[src/rtl/regfile_wr_arb.sv]
// Round-robin arbiter sharing the regfile write port between the ALU (req0) and load unit (req1).
// Optional macro REGFILE_BYPASS_EN forwards the in-flight write onto the read data outputs.
module regfile_wr_arb #(
  parameter int DATA_WIDTH = 8,
  parameter int ADDR_WIDTH = 6
) (
  input  logic                  clk,
  input  logic                  rst,
  input  logic                  hold,
  input  logic                  req0_valid,
  output logic                  req0_ready,
  input  logic [ADDR_WIDTH-1:0] req0_addr,
  input  logic [DATA_WIDTH-1:0] req0_data,
  input  logic                  req1_valid,
  output logic                  req1_ready,
  input  logic [ADDR_WIDTH-1:0] req1_addr,
  input  logic [DATA_WIDTH-1:0] req1_data,
  output logic                  wr_en,
  output logic [ADDR_WIDTH-1:0] wr_addr,
  output logic [DATA_WIDTH-1:0] wr_data,
  input  logic [ADDR_WIDTH-1:0] rd_addr1,
  input  logic [ADDR_WIDTH-1:0] rd_addr2,
  input  logic [DATA_WIDTH-1:0] rf_rd_data1,
  input  logic [DATA_WIDTH-1:0] rf_rd_data2,
  output logic [DATA_WIDTH-1:0] rd_data1,
  output logic [DATA_WIDTH-1:0] rd_data2
);

  logic                  prio_q, prio_d;
  logic                  wr_en_q, wr_en_d;
  logic [ADDR_WIDTH-1:0] wr_addr_q, wr_addr_d;
  logic [DATA_WIDTH-1:0] wr_data_q, wr_data_d;
  logic                  gnt0, gnt1;

  // prio_q = 0 favours requester 0 when both are valid
  always_comb begin
    gnt0 = 1'b0;
    gnt1 = 1'b0;
    if (!rst && !hold) begin
      gnt0 = req0_valid && (!req1_valid || !prio_q);
      gnt1 = req1_valid && (!req0_valid ||  prio_q);
    end
  end

  assign req0_ready = gnt0;
  assign req1_ready = gnt1;

  // Writes to r0 are accepted but leave wr_en low
  always_comb begin
    prio_d    = prio_q;
    wr_en_d   = 1'b0;
    wr_addr_d = wr_addr_q;
    wr_data_d = wr_data_q;
    if (gnt0) begin
      prio_d    = 1'b1;
      wr_addr_d = req0_addr;
      wr_data_d = req0_data;
      wr_en_d   = (req0_addr != '0);
    end else if (gnt1) begin
      prio_d    = 1'b0;
      wr_addr_d = req1_addr;
      wr_data_d = req1_data;
      wr_en_d   = (req1_addr != '0);
    end
  end

  always_ff @(posedge clk) begin
    if (rst) begin
      prio_q    <= 1'b0;
      wr_en_q   <= 1'b0;
      wr_addr_q <= '0;
      wr_data_q <= '0;
    end else begin
      prio_q    <= prio_d;
      wr_en_q   <= wr_en_d;
      wr_addr_q <= wr_addr_d;
      wr_data_q <= wr_data_d;
    end
  end

  assign wr_en   = wr_en_q;
  assign wr_addr = wr_addr_q;
  assign wr_data = wr_data_q;

`ifdef REGFILE_BYPASS_EN
  always_comb begin
    rd_data1 = rf_rd_data1;
    rd_data2 = rf_rd_data2;
    if (wr_en_q && (rd_addr1 == wr_addr_q) && (rd_addr1 != '0)) rd_data1 = wr_data_q;
    if (wr_en_q && (rd_addr2 == wr_addr_q) && (rd_addr2 != '0)) rd_data2 = wr_data_q;
  end
`else
  logic unused_rd_addr;
  assign unused_rd_addr = ^{rd_addr1, rd_addr2};
  assign rd_data1 = rf_rd_data1;
  assign rd_data2 = rf_rd_data2;
`endif

endmodule

[config.mk]
export PLATFORM = sky130hd
export DESIGN_NAME = regfile_wr_arb
export DESIGN_NICKNAME = d
export VERILOG_FILES = /design/src/rtl/regfile_wr_arb.sv
export SDC_FILE = /design/constraint.sdc
export NUM_CORES = 1
export LEC_CHECK = 0
export CORE_ASPECT_RATIO = 0.7
export CORE_MARGIN = 10
export CORE_UTILIZATION = 31
export CTS_CLUSTER_SIZE = 40
export DETAILED_ROUTE_END_ITERATION = 12
export PLACE_DENSITY = 0.89
export SLEW_MARGIN = 20
export SYNTH_ARGS = -nofsm -noshare
export SYNTH_HDL_FRONTEND = slang
export SYNTH_SLANG_ARGS = --single-unit
export TNS_END_PERCENT = 20
[constraint.sdc]
create_clock -name clk -period 1.5 [get_ports clk]
set_input_delay 0.3 -clock clk [delete_from_list [all_inputs] [get_ports clk]]
set_output_delay 0.3 -clock clk [all_outputs]
set_load 0.05 [all_outputs]
==> flow_summary.json <==
{
  "grt_max_degree": 21,
  "port-buffer-count": 49,
  "worstPathArrival_ns": 1.15,
  "status": "complete, no violations",
  "syn_avg_cell_area_um2": 8.612,
  "core_area_mm2": 0.003169,
  "yosysTopAreaCellShare_pct": 30.99,
  "overflow": 0,
  "crit_path_start_kind": "primary input",
  "final_antenna_net_count": 0,
  "finalClockSkew_ns": 0.003708,
  "htree_levels": 1,
  "leakagePower_nw": 0.6968,
  "r2r_cells": 4,
  "synthesis.area_mm2": 0.001033,
  "grt_usage_pct": 12.29,
  "gp_congestion": 0.7826,
  "hp-class": "in2reg",
  "syn_nets": 181,
  "crit_type": "in2out",
  "p_clk_share_pct": 27.1,
  "p_int_w": 0.0009738,
  "power.density_mw_per_mm2": 751.4,
  "viasPerCell": 5.377,
  "cp_max_fo": 5,
  "p_sw_w": 0.0004336,
  "r2r_start": "prio_q",
  "tightest_slew_ns": 0.4908,
  "grt_pass1_wl_mm": 5.692,
  "die-height_um": 68.31,
  "finalPower_w": 0.001407,
  "cp_slowest_stage_delay_ns": 0.27,
  "num-nets-final": 231,
  "slew_viol_final": 0,
  "hold_viol": 0,
  "cts_tree": "yes",
  "slew_headroom_pct": 67.28,
  "synth_area_leaders": "dfxtp_1 (31%), nor4_1 (24%), buf_4 (14%), a21oi_1 (7.7%), buf_6 (5.4%)",
  "whs_path_depth": 3,
  "cts.path.max_buffers": 2,
  "insertion_delay_ns": 0.25,
  "drt_iter0_markers": 74,
  "p_comb_share_pct": 38.4,
  "yosys_warnings": 0,
  "routedWlPerCell_um": 18.66,
  "fmax_mhz": 689.3,
  "critPathRequiredTime_ns": 1.20,
  "hp-start": "req1_valid",
  "cts_root_buffer": "clkbuf_8",
  "initial_utilization_pct": 32.61,
  "synth_cells": 120,
  "drt-total-wl_mm": 3.862,
  "rsz0062_at_grt": "false",
  "r2r_end": "wr_data[6]",
  "clkTransAtPathRegs_ns": 0.06,
  "die-area_mm2": 0.006080,
  "vdd_ir_drop_max_v": 0.0002994,
  "rows": 17,
  "firstDrtPassIters": 4,
  "p_seq_share_pct": 34.6,
  "yosys.area.top_type": "dfxtp_1",
  "setup_viol": 0,
  "fin_crit_ns": 1.451,
  "route.vias.total": 1113,
  "cts_buffers": 3,
  "io_pins": 94,
  "grt_pass1_vias": 1117,
  "seq_area_frac_synth_pct": 30.99,
  "dp_hpwl_mm": 2.602,
  "antenna_found_initial": 0,
  "drc": 0,
  "synth.distinct_cells": 20,
  "final_common_cell": "nor4_1",
  "die-width_um": 89.01,
  "cts_hold_buf": 0,
  "postLayoutCoreUtil_pct": 59.10,
  "cp_cell_sequence": "clkdlybuf4s15_1 -> or2_4 -> buf_12 -> nor2_4 -> buf_8",
  "hold_end": "prio_q",
  "synth_seq_cells": 16,
  "p_sw_share_pct": 30.81,
  "cts_num_sinks": 16,
  "cap_violations": 0,
  "drive_above_1_share_pct": 36.69,
  "fin_crit_sh_pct": 96.72,
  "cp-end-kind": "primary output",
  "antennaDiodeCount": 0,
  "cp_slowest_cell": "or2_4",
  "mostFrequentLayoutCells": "nor4_1 (38), clkdlybuf4s50_1 (27), buf_4 (20), buf_12 (19)",
  "area_growth_pct": 81.24,
  "reg2reg_slack_ns": 0.21
}
## critical path, delay by kind of cell
family,cells,cell delay [ns]
buffers and inverters,3,0.47
AND/OR/NAND/NOR,2,0.38
## repair_timing
action	CTS	global route
endpoints found under the setup margin	16	7
buffers inserted	4	2
gates resized for setup	14	11
cloned	1	0
pin swaps	4	7
hold endpoints to repair	0	0
## metrics by stage
stage | cells | area, µm² | worst slack, ns | setup TNS [ns] | hold slack, ns
after floorplan | 120 | 1039 | -0.1310 | -0.2619 | 0.4196
after global placement | 196 | 1684 | -0.3047 | -4.624 | 0.5309
after detailed placement | 196 | 1684 | -0.3613 | -4.943 | 0.5390
after CTS | 205 | 1827 | 0.001119 | 0 | 0.5466
after global routing | 207 | 1873 | 0.001025 | 0 | 0.5059
final | 207 | 1873 | 0.04917 | 0 | 0.4829
## power groups by stage
stage               Clock [W]  Combinational [W]  Sequential [W]
detailed placement          0           0.000494        0.000495
finish               0.000381           0.000540        0.000487
CTS                  0.000387           0.000521        0.000488
global route         0.000408           0.000568        0.000491
global placement            0           0.000488        0.000495
floorplan                   0           0.000254        0.000571
## per-layer routing
layer | wire [µm] | GRT usage, % | up-vias
li1 | - | - | 552
met4 | 58 | 5.138 | 0
met3 | 272 | 5.457 | 7
met5 | 0 | 0 | -
met2 | 1991 | 21.38 | 31
met1 | 1540 | 12.89 | 523
## sequential cells by signal (all words and copies together), names as in the netlist
register,count
prio_q,1
wr_addr,6
wr_data,8
wr_en,1
## worst max-delay path by stage
stage                  from          to  depth (start not counted)
2_1_floorplan           rst  req0_ready                          5
3_3_place_gp     req1_valid  wr_data[6]                          4
3_5_place_dp     req1_valid  wr_data[6]                          4
4_1_cts          req1_valid  req0_ready                          4
5_1_grt        req1_addr[4]       wr_en                          4
6_report                rst  req0_ready                          5
## layout make-up
class                           instances  area, µm²
Inverter                                2      7.507
Clock buffer                            4      55.05
Tap cell                               38      47.55
Fill cell                             230       1296
Timing Repair Buffer                   74      910.9
Multi-Input combinational cell         73      528.0
Sequential cell                        16      324.1
## synth_stat cells
cell type   n
clkbuf_1    1
buf_4      19
nor2_4      1
nor4_2      3
nor2_1      3
o31ai_1     1
o221ai_1    1
or2_1       2
buf_6       5
or2_2       1
nor4_1     39
inv_1       2
a21oi_1    16
a311oi_1    1
buf_2       4
dfxtp_1    16
a21bo_4     1
o21ai_0     1
or4_1       2
a21boi_4    1
## cells by family after synthesis
kind of cell	synth area share [%]
AOI/OAI and AO/OA	14.04
buffers and inverters	22.28
DFF	30.99
and+or+nand+nor	32.69
(Power assumes the default switching activity.)
